--- config.mk ---
export PLATFORM = sky130hd
export DESIGN_NAME = air_conditioning
export DESIGN_NICKNAME = d
export VERILOG_FILES = /design/src/rtl/air_conditioning.sv
export SDC_FILE = /design/constraint.sdc
export NUM_CORES = 1
export LEC_CHECK = 0
export ABC_AREA = 1
export BUFFER_PORTS_ARGS = -buffer_cell sky130_fd_sc_hd__buf_2
export CAP_MARGIN = 25
export CORE_AREA = 3 3 54 105
export DETAILED_ROUTE_END_ITERATION = 12
export DIE_AREA = 0 0 57 108
export PLACE_DENSITY_LB_ADDON = 0.15
export RECOVER_POWER = 25
export SETUP_SLACK_MARGIN = 0.02
export SYNTH_ARGS = -nofsm -noshare
export SYNTH_HDL_FRONTEND = slang
export SYNTH_SLANG_ARGS = --single-unit
--- constraint.sdc ---
create_clock -name clk -period 3.9 [get_ports clk]
set_clock_uncertainty 0.05 [all_clocks]
set_input_delay 0.585 -clock clk [delete_from_list [all_inputs] [get_ports clk]]
set_output_delay 0.585 -clock clk [all_outputs]
set_load 0.02 [all_outputs]
--- src/rtl/air_conditioning.sv ---
// Thermostat controller for one heating/cooling zone.
// Compares the signed Q8.8 setpoint (I1) against the measured temperature (I2)
// with a hysteresis dead band and drives mutually exclusive heat/cool demands.
// Build option: define AC_MIN_DWELL_EN to add the minimum-dwell counter that
// holds every state for at least MIN_DWELL cycles before it may be left.
//
// state | meaning
// ------+--------------------------------------------------------
// IDLE  | no demand; waits for I2 to leave the band [I1-HYST, I1+HYST]
// HEAT  | heating demand; held until I2 climbs back to I1
// COOL  | cooling demand; held until I2 falls back to I1
module air_conditioning #(
    parameter int                        DATA_W    = 16,
    parameter int                        FRAC_W    = 8,
    parameter logic signed [DATA_W-1:0]  HYST      = 16'sd128,
    parameter int                        MIN_DWELL = 4
) (
    input  logic              clk,
    input  logic              reset,
    input  logic [DATA_W-1:0] I1,
    input  logic [DATA_W-1:0] I2,
    output logic              heat,
    output logic              cool
);

    // Two guard bits keep I1 +/- HYST free of overflow.
    localparam int EXT_W = DATA_W + 2;
    localparam int CNT_W = (MIN_DWELL < 1) ? 1 : $clog2(MIN_DWELL + 1);

    // Reject parameter sets the datapath was not sized for.
    generate
        if (MIN_DWELL < 1 || FRAC_W >= DATA_W || HYST < 0 ||
            int'(HYST) >= (2 ** (DATA_W - 2))) begin : g_param_chk
            $error("air_conditioning: illegal parameter combination");
        end
    endgenerate

    typedef enum logic [1:0] {
        ST_IDLE = 2'd0,
        ST_HEAT = 2'd1,
        ST_COOL = 2'd2
    } state_e;

    state_e state_q, state_d;

    logic signed [EXT_W-1:0] sp_x, tm_x, hyst_x, lo_x, hi_x;
    logic                    may_leave;

    assign sp_x   = {{2{I1[DATA_W-1]}}, I1};
    assign tm_x   = {{2{I2[DATA_W-1]}}, I2};
    assign hyst_x = {2'b00, HYST};
    assign lo_x   = sp_x - hyst_x;
    assign hi_x   = sp_x + hyst_x;

`ifdef AC_MIN_DWELL_EN
    logic [CNT_W-1:0] dwell_q, dwell_d;

    // Dwell count restarts on every state change and saturates at MIN_DWELL.
    always_comb begin
        dwell_d = dwell_q;
        if (state_d != state_q) begin
            dwell_d = '0;
        end else if (dwell_q != CNT_W'(MIN_DWELL)) begin
            dwell_d = dwell_q + CNT_W'(1);
        end
    end

    // Dwell counter register.
    always_ff @(posedge clk) begin
        if (reset) begin
            dwell_q <= '0;
        end else begin
            dwell_q <= dwell_d;
        end
    end

    assign may_leave = (dwell_q == CNT_W'(MIN_DWELL));
`else
    assign may_leave = 1'b1;
`endif

    // Next-state logic: band exits from IDLE, return to IDLE at the setpoint.
    always_comb begin
        state_d = state_q;
        case (state_q)
            ST_IDLE: begin
                if (tm_x < lo_x) begin
                    state_d = ST_HEAT;
                end else if (tm_x > hi_x) begin
                    state_d = ST_COOL;
                end
            end
            ST_HEAT: begin
                if (tm_x >= sp_x) begin
                    state_d = ST_IDLE;
                end
            end
            ST_COOL: begin
                if (tm_x <= sp_x) begin
                    state_d = ST_IDLE;
                end
            end
            default: state_d = ST_IDLE;
        endcase
        if (!may_leave) begin
            state_d = state_q;
        end
    end

    // State register; reset forces IDLE regardless of dwell.
    always_ff @(posedge clk) begin
        if (reset) begin
            state_q <= ST_IDLE;
        end else begin
            state_q <= state_d;
        end
    end

    assign heat = (state_q == ST_HEAT);
    assign cool = (state_q == ST_COOL);

endmodule

## Yosys cells after proc, flatten, opt, wreduce, memory -nomap -nowiden

Cells that the tools add are included.

| cells by class | value |
|---|---|
| reduce and logical (&&, ||, !) cells | 2 |
| magnitude comparators | 4 |
| multiplexer cells | 5 |
| equal/unequal tests | 5 |
| $add $sub $neg | 2 |

Operator list:

| cell | number |
|---|---|
| adder 16 x 9 -> 17 bit (second input constant) | 1 |
| greater-than comparator 16 x 17 -> 1 bit | 1 |
| less-than comparator 16 x 17 -> 1 bit | 1 |
| subtractor 16 x 9 -> 17 bit (second input constant) | 1 |
| greater-or-equal comparator 16 bit | 1 |
| less-or-equal comparator 16 bit | 1 |
| 2-to-1 mux 2 bit | 4 |
| case mux 2 bit (3 select lines) | 1 |
| != test 2 x 1 -> 1 bit (second input constant) | 2 |
| != test 3 bit (second input constant) | 1 |
| AND reduction 3 bit | 1 |
| equality test 2 x 1 -> 1 bit (second input constant) | 1 |
| equality test 2 bit (second input constant) | 1 |
| logical NOT 2 bit | 1 |

| word-level totals | value |
|---|---|
| input port bits | 34 |
| bits in registers | 2 |
| logic and storage cells | 19 |

## Logic depth before layout (Yosys ltp)

| logic depth | value |
|---|---|
| word-level depth | 5 |
| gate-level depth with buffers | 18 |
| mapped depth without buffers | 18 |

## Worst setup path after synthesis

OpenSTA, ideal clock, no wires.

| timing | value |
|---|---|
| path type | input -> register |
| from | input I1[7] |
| to | register state_q[1] |
| setup slack | 1.271 ns |
| arrival | 2.509 ns |
| stages | 18 |
| buffers on the path | 0 |
| cell sequence | inv_1 -> ha_1 -> nand3_1 -> nor3_1 -> nand3_1 -> xor2_1 -> ha_1 -> nand2_2 -> inv_1 -> nand2_1 -> nand2_1 -> a21oi_1 -> nand3_1 -> nand2_1 -> nand2_2 -> nor2_2 -> nand4_1 -> a21oi_1 |

| between the ends | value |
|---|---|
| cells in the longest elaborated chain, start to end | 4 |
| elaborated cells on any way between the ends | 12 |

RTL lines:

| element | line | source |
|---|---|---|
| start, declared | 20 | `input logic [DATA_W-1:0] I1,` |
| subtractor 16 x 9 -> 17 bit / adder 16 x 9 -> 17 bit (equally long branches) | 52, 53 |  |
| less-than comparator 16 x 17 -> 1 bit / greater-than comparator 16 x 17 -> 1 bit (equally long branches) | 87, 89 |  |
| != test 3 bit (no line) / 2-to-1 mux 2 bit (equally long branches) | - |  |
| AND reduction 3 bit (no line) / case mux 2 bit (3 select lines) (equally long branches) | - |  |
| end signal, assigned | 115 | `state_q <= state_d;` |
| end, declared | 44 | `state_e state_q, state_d;` |

Several ways; a longest one is shown, not always the timed one.
A chain may end at the register's enable or synchronous reset.

## Worst setup path after layout

Ends and elaborated chain as after synthesis.

==> flow_results.org <==
** Run status
- The run finished with clean final reports.

** Layout
- The number of antenna diodes in the final layout is 0.
- Total Nets Final :: 345
- For this run, the number of standard cells in the final layout without fillers is 329.
- Relative to the synthesized area, the layout overhead comes to 18.9%.
- The register with the most flip-flops in the final layout is state_q.
- The library cell used most frequently in the layout, excluding fill and tap cells, is sky130_fd_sc_hd__nand2_1.
- Share of cells above drive strength 1 :: 18.8%
- Filler cell count :: 610
- Highest-count cells in the layout ignoring fill and taps :: 62 x sky130_fd_sc_hd__nand2_1, 37 x sky130_fd_sc_hd__ha_1, 34 x sky130_fd_sc_hd__buf_2, 33 x sky130_fd_sc_hd__inv_1, 21 x sky130_fd_sc_hd__nor2_1
- Largest registers :: state_q: 2 flops
- The register with the most flip-flops in the layout has 2 of them.

** Place
- Weighted congestion reported at the end of routability-driven placement :: 0.801
- In this run, placement finished with an instance count of 326.
- I/O Buffers :: 35
- Post-detail-place hpwl :: 3550 µm

** Die
- In this run the horizontal extent of the chip is 57 µm.
- Once the floorplan was initialized, standard cells occupied 29.2% of the core.
- The core region is 4950 µm².
- Standard-cell rows :: 36
- Die footprint :: 6160 µm²
- Y dimension of the die :: 108 µm
- Pin placement for this block handled 36 I/O pins.

** STA
- Total of endpoints with negative setup slack in the final report :: 0
- For the pin with the worst max-slew slack, the measured transition is 0.329 ns.
- Setup repair after global routing left no endpoint under its margin.
- Final sum of negative setup slack :: 0 ns
- Slew Limit Fails :: 0
- The final-report hold violation count came to 0.
- Fmax achieved :: 345 MHz
- Post-route clock period utilization :: 74.4%
- Measured against its own limit, the worst slew margin works out to 77.9%.
- Min Clock Period, post-route :: 2.90 ns

** Critical path
- Worst reg-to-reg setup slack :: 2.79 ns
- The worst setup path is launched from a primary input.
- CP Data Arrival Time :: 2.99 ns
- Counting cells, the worst reg-to-reg path comes to 5.
- Nature of the critical path endpoint :: register
- For the worst setup path, the data required time is 3.99 ns.
- Of all nets on the critical path, the largest fanout is 4.
- Setup Crit Path Kind :: primary input to register

** Clock tree
- TritonCTS built the clock tree.
- Clock latency reported for the late side of the worst-skew pair :: 0.21 ns
- Inserted Clock Buffers :: 3
- The number of gates resized after CTS was 0.
- Root buffer selected by CTS :: sky130_fd_sc_hd__clkbuf_8
- The clock passes through at most 2 buffers.
- In this run the number of H-tree levels came out at 1.
- Setup Fix Bufs, Post-CTS :: 0
- After clock tree synthesis, the clock-pin slew on the worst setup and hold paths is 0.03 ns.
- CTS Sinks :: 2
- Hold_buf cts :: 0

** Detailed routing
- Once detail routing completed, the nets flagged for antenna violations numbered 0.
- Post-Route WL :: 3850 µm
- Count of vias placed by the detailed router :: 1,536
- Number of DRC violations after detailed-routing iteration 0 :: 18
- Number of iterations in the first detailed-routing pass :: 4
- For this run, design rule violations remaining after detail routing come to 0.
- Post-detailed-route wirelength per cell :: 11.7 µm
- Number of vias per cell after detailed routing :: 4.67

** Global routing
- Number of antenna violations at the first check in global routing :: 0
- Via count of the first global-routing pass :: 1,508
- Summed over all layers, the global routing overflow is 0.
- Entering global routing, the biggest net connects 8 pins.
- Wire length of the first global-routing pass :: 6320 µm
- Global router's overall resource usage :: 12.9%

** Synth
- Synthesis handed over a netlist of 237 instances.
- The number of nets in the synthesized netlist is 308.
- Asr flop ratio synth :: 0%
- Main flop type after synthesis :: sky130_fd_sc_hd__dfxtp_1
- Synthesis warning total :: 0
- Number of synthesized register bits :: 2
- EDFF count, synth :: 0
- A synthesized cell averages 6.10 µm².
- The mapped netlist covers 1450 µm².
- Unique cell type count in the Yosys netlist :: 25
- Part of the Yosys area used for sequential elements :: 2.77%

** Run
- Max-cap violations in this run came to 0.

** Hold path
- Instance count along the most critical hold path :: 2
- The tightest min-delay check is of the primary input to register type.

** Pwr
- Total power per unit cell area :: 180 nW/µm²
- Worst vdd rail ir drop :: 0.123 mV
- In this run the static leakage power is 0.000966 µW.
==> cell type report <==
| cell class | count | area, µm² | area share, % |
|---|---|---|---|
| Inverter | 37 | 139 | 8.08 |
| Sequential cell | 2 | 40.0 | 2.33 |
| Timing Repair Buffer | 35 | 174 | 10.1 |
| Tap cell | 57 | 71.3 | 4.15 |
| Clock buffer | 3 | 41.3 | 2.40 |
| Multi-Input combinational cell | 195 | 1250 | 72.9 |
==> per-layer routing <==
| metal | wire length (µm) | GRT usage, % | vias up |
|---|---|---|---|
| met2 | 2310 | 27.7 | 26 |
| met4 | 63 | 4.15 | 0 |
| met3 | 92 | 0 | 4 |
| met5 | 0 | 0 | - |
| met1 | 1390 | 12.5 | 665 |
| li1 | - | - | 841 |
==> report_power, final <==
group	internal, µW	leakage [µW]	switching (µW)
Combinational	81.1	0.000928	121
Sequential	24.3	0.0000165	2.42
Clock	65.1	0.0000216	14.9
Total	170	0.000966	139
==> cell families after synthesis <==
family / Yosys count / synth area share [%]
AOI/OAI and AO/OA: 23 / 8.39
xor gates and xnor gates: 14 / 8.48
adders and majority gates: 37 / 32.0
buffers and inverters: 40 / 10.6
DFF: 2 / 2.77
and+or+nand+nor: 121 / 37.8
==> cells in the mapped netlist (2+ instances only) <==
cell / count / area, µm²
sky130_fd_sc_hd__nor3_1: 5 / 25.0
sky130_fd_sc_hd__nor3_2: 2 / 20.0
sky130_fd_sc_hd__ha_1: 37 / 463
sky130_fd_sc_hd__nand2_2: 3 / 18.8
sky130_fd_sc_hd__nand2_1: 62 / 233
sky130_fd_sc_hd__inv_1: 33 / 124
sky130_fd_sc_hd__nor2_2: 2 / 12.5
sky130_fd_sc_hd__a21oi_1: 18 / 90.1
sky130_fd_sc_hd__xnor2_1: 2 / 17.5
sky130_fd_sc_hd__nand3_1: 14 / 70.1
sky130_fd_sc_hd__nand4_1: 7 / 43.8
sky130_fd_sc_hd__o21ai_0: 3 / 15.0
sky130_fd_sc_hd__xor2_1: 12 / 105
sky130_fd_sc_hd__inv_2: 3 / 11.3
sky130_fd_sc_hd__nand3_2: 3 / 30.0
sky130_fd_sc_hd__dfxtp_1: 2 / 40.0
sky130_fd_sc_hd__nor2_1: 21 / 78.8
==> critical path: stages <==
cell                      delay (ns)
sky130_fd_sc_hd__buf_2          0.12
sky130_fd_sc_hd__inv_1          0.14
sky130_fd_sc_hd__ha_1           0.21
sky130_fd_sc_hd__nand3_1        0.16
sky130_fd_sc_hd__nor3_1         0.30
sky130_fd_sc_hd__nand3_1        0.15
sky130_fd_sc_hd__xor2_1         0.17
sky130_fd_sc_hd__ha_1           0.28
sky130_fd_sc_hd__nand2_2        0.06
sky130_fd_sc_hd__nor2_2         0.14
sky130_fd_sc_hd__and2_4         0.16
sky130_fd_sc_hd__nand3_2        0.07
sky130_fd_sc_hd__nand4_1        0.11
sky130_fd_sc_hd__nand2_2        0.07
sky130_fd_sc_hd__nor2_2         0.07
sky130_fd_sc_hd__nand4_1        0.07
sky130_fd_sc_hd__a21oi_1        0.12
==> worst paths after layout <==
| check | from | to |
|---|---|---|
| min | reset | state_q[0] |
| max reg2reg | state_q[1] | state_q[1] |
| max | I1[7] | state_q[1] |
| min reg2reg | state_q[0] | state_q[1] |
==> metrics by stage <==
step	utilization [%]	power (µW)	worst slack (ns)	instance area [µm²]	hold WS [ns]
floorplan	-	172	1.27	1450	0.496
global placement	33.9	234	0.800	1680	0.561
detailed placement	33.9	233	0.761	1680	0.558
CTS	34.7	317	0.962	1720	0.524
global route	34.7	347	0.722	1720	0.523
finish	34.7	309	0.999	1720	0.529
Power figures use the tool's default switching activity.
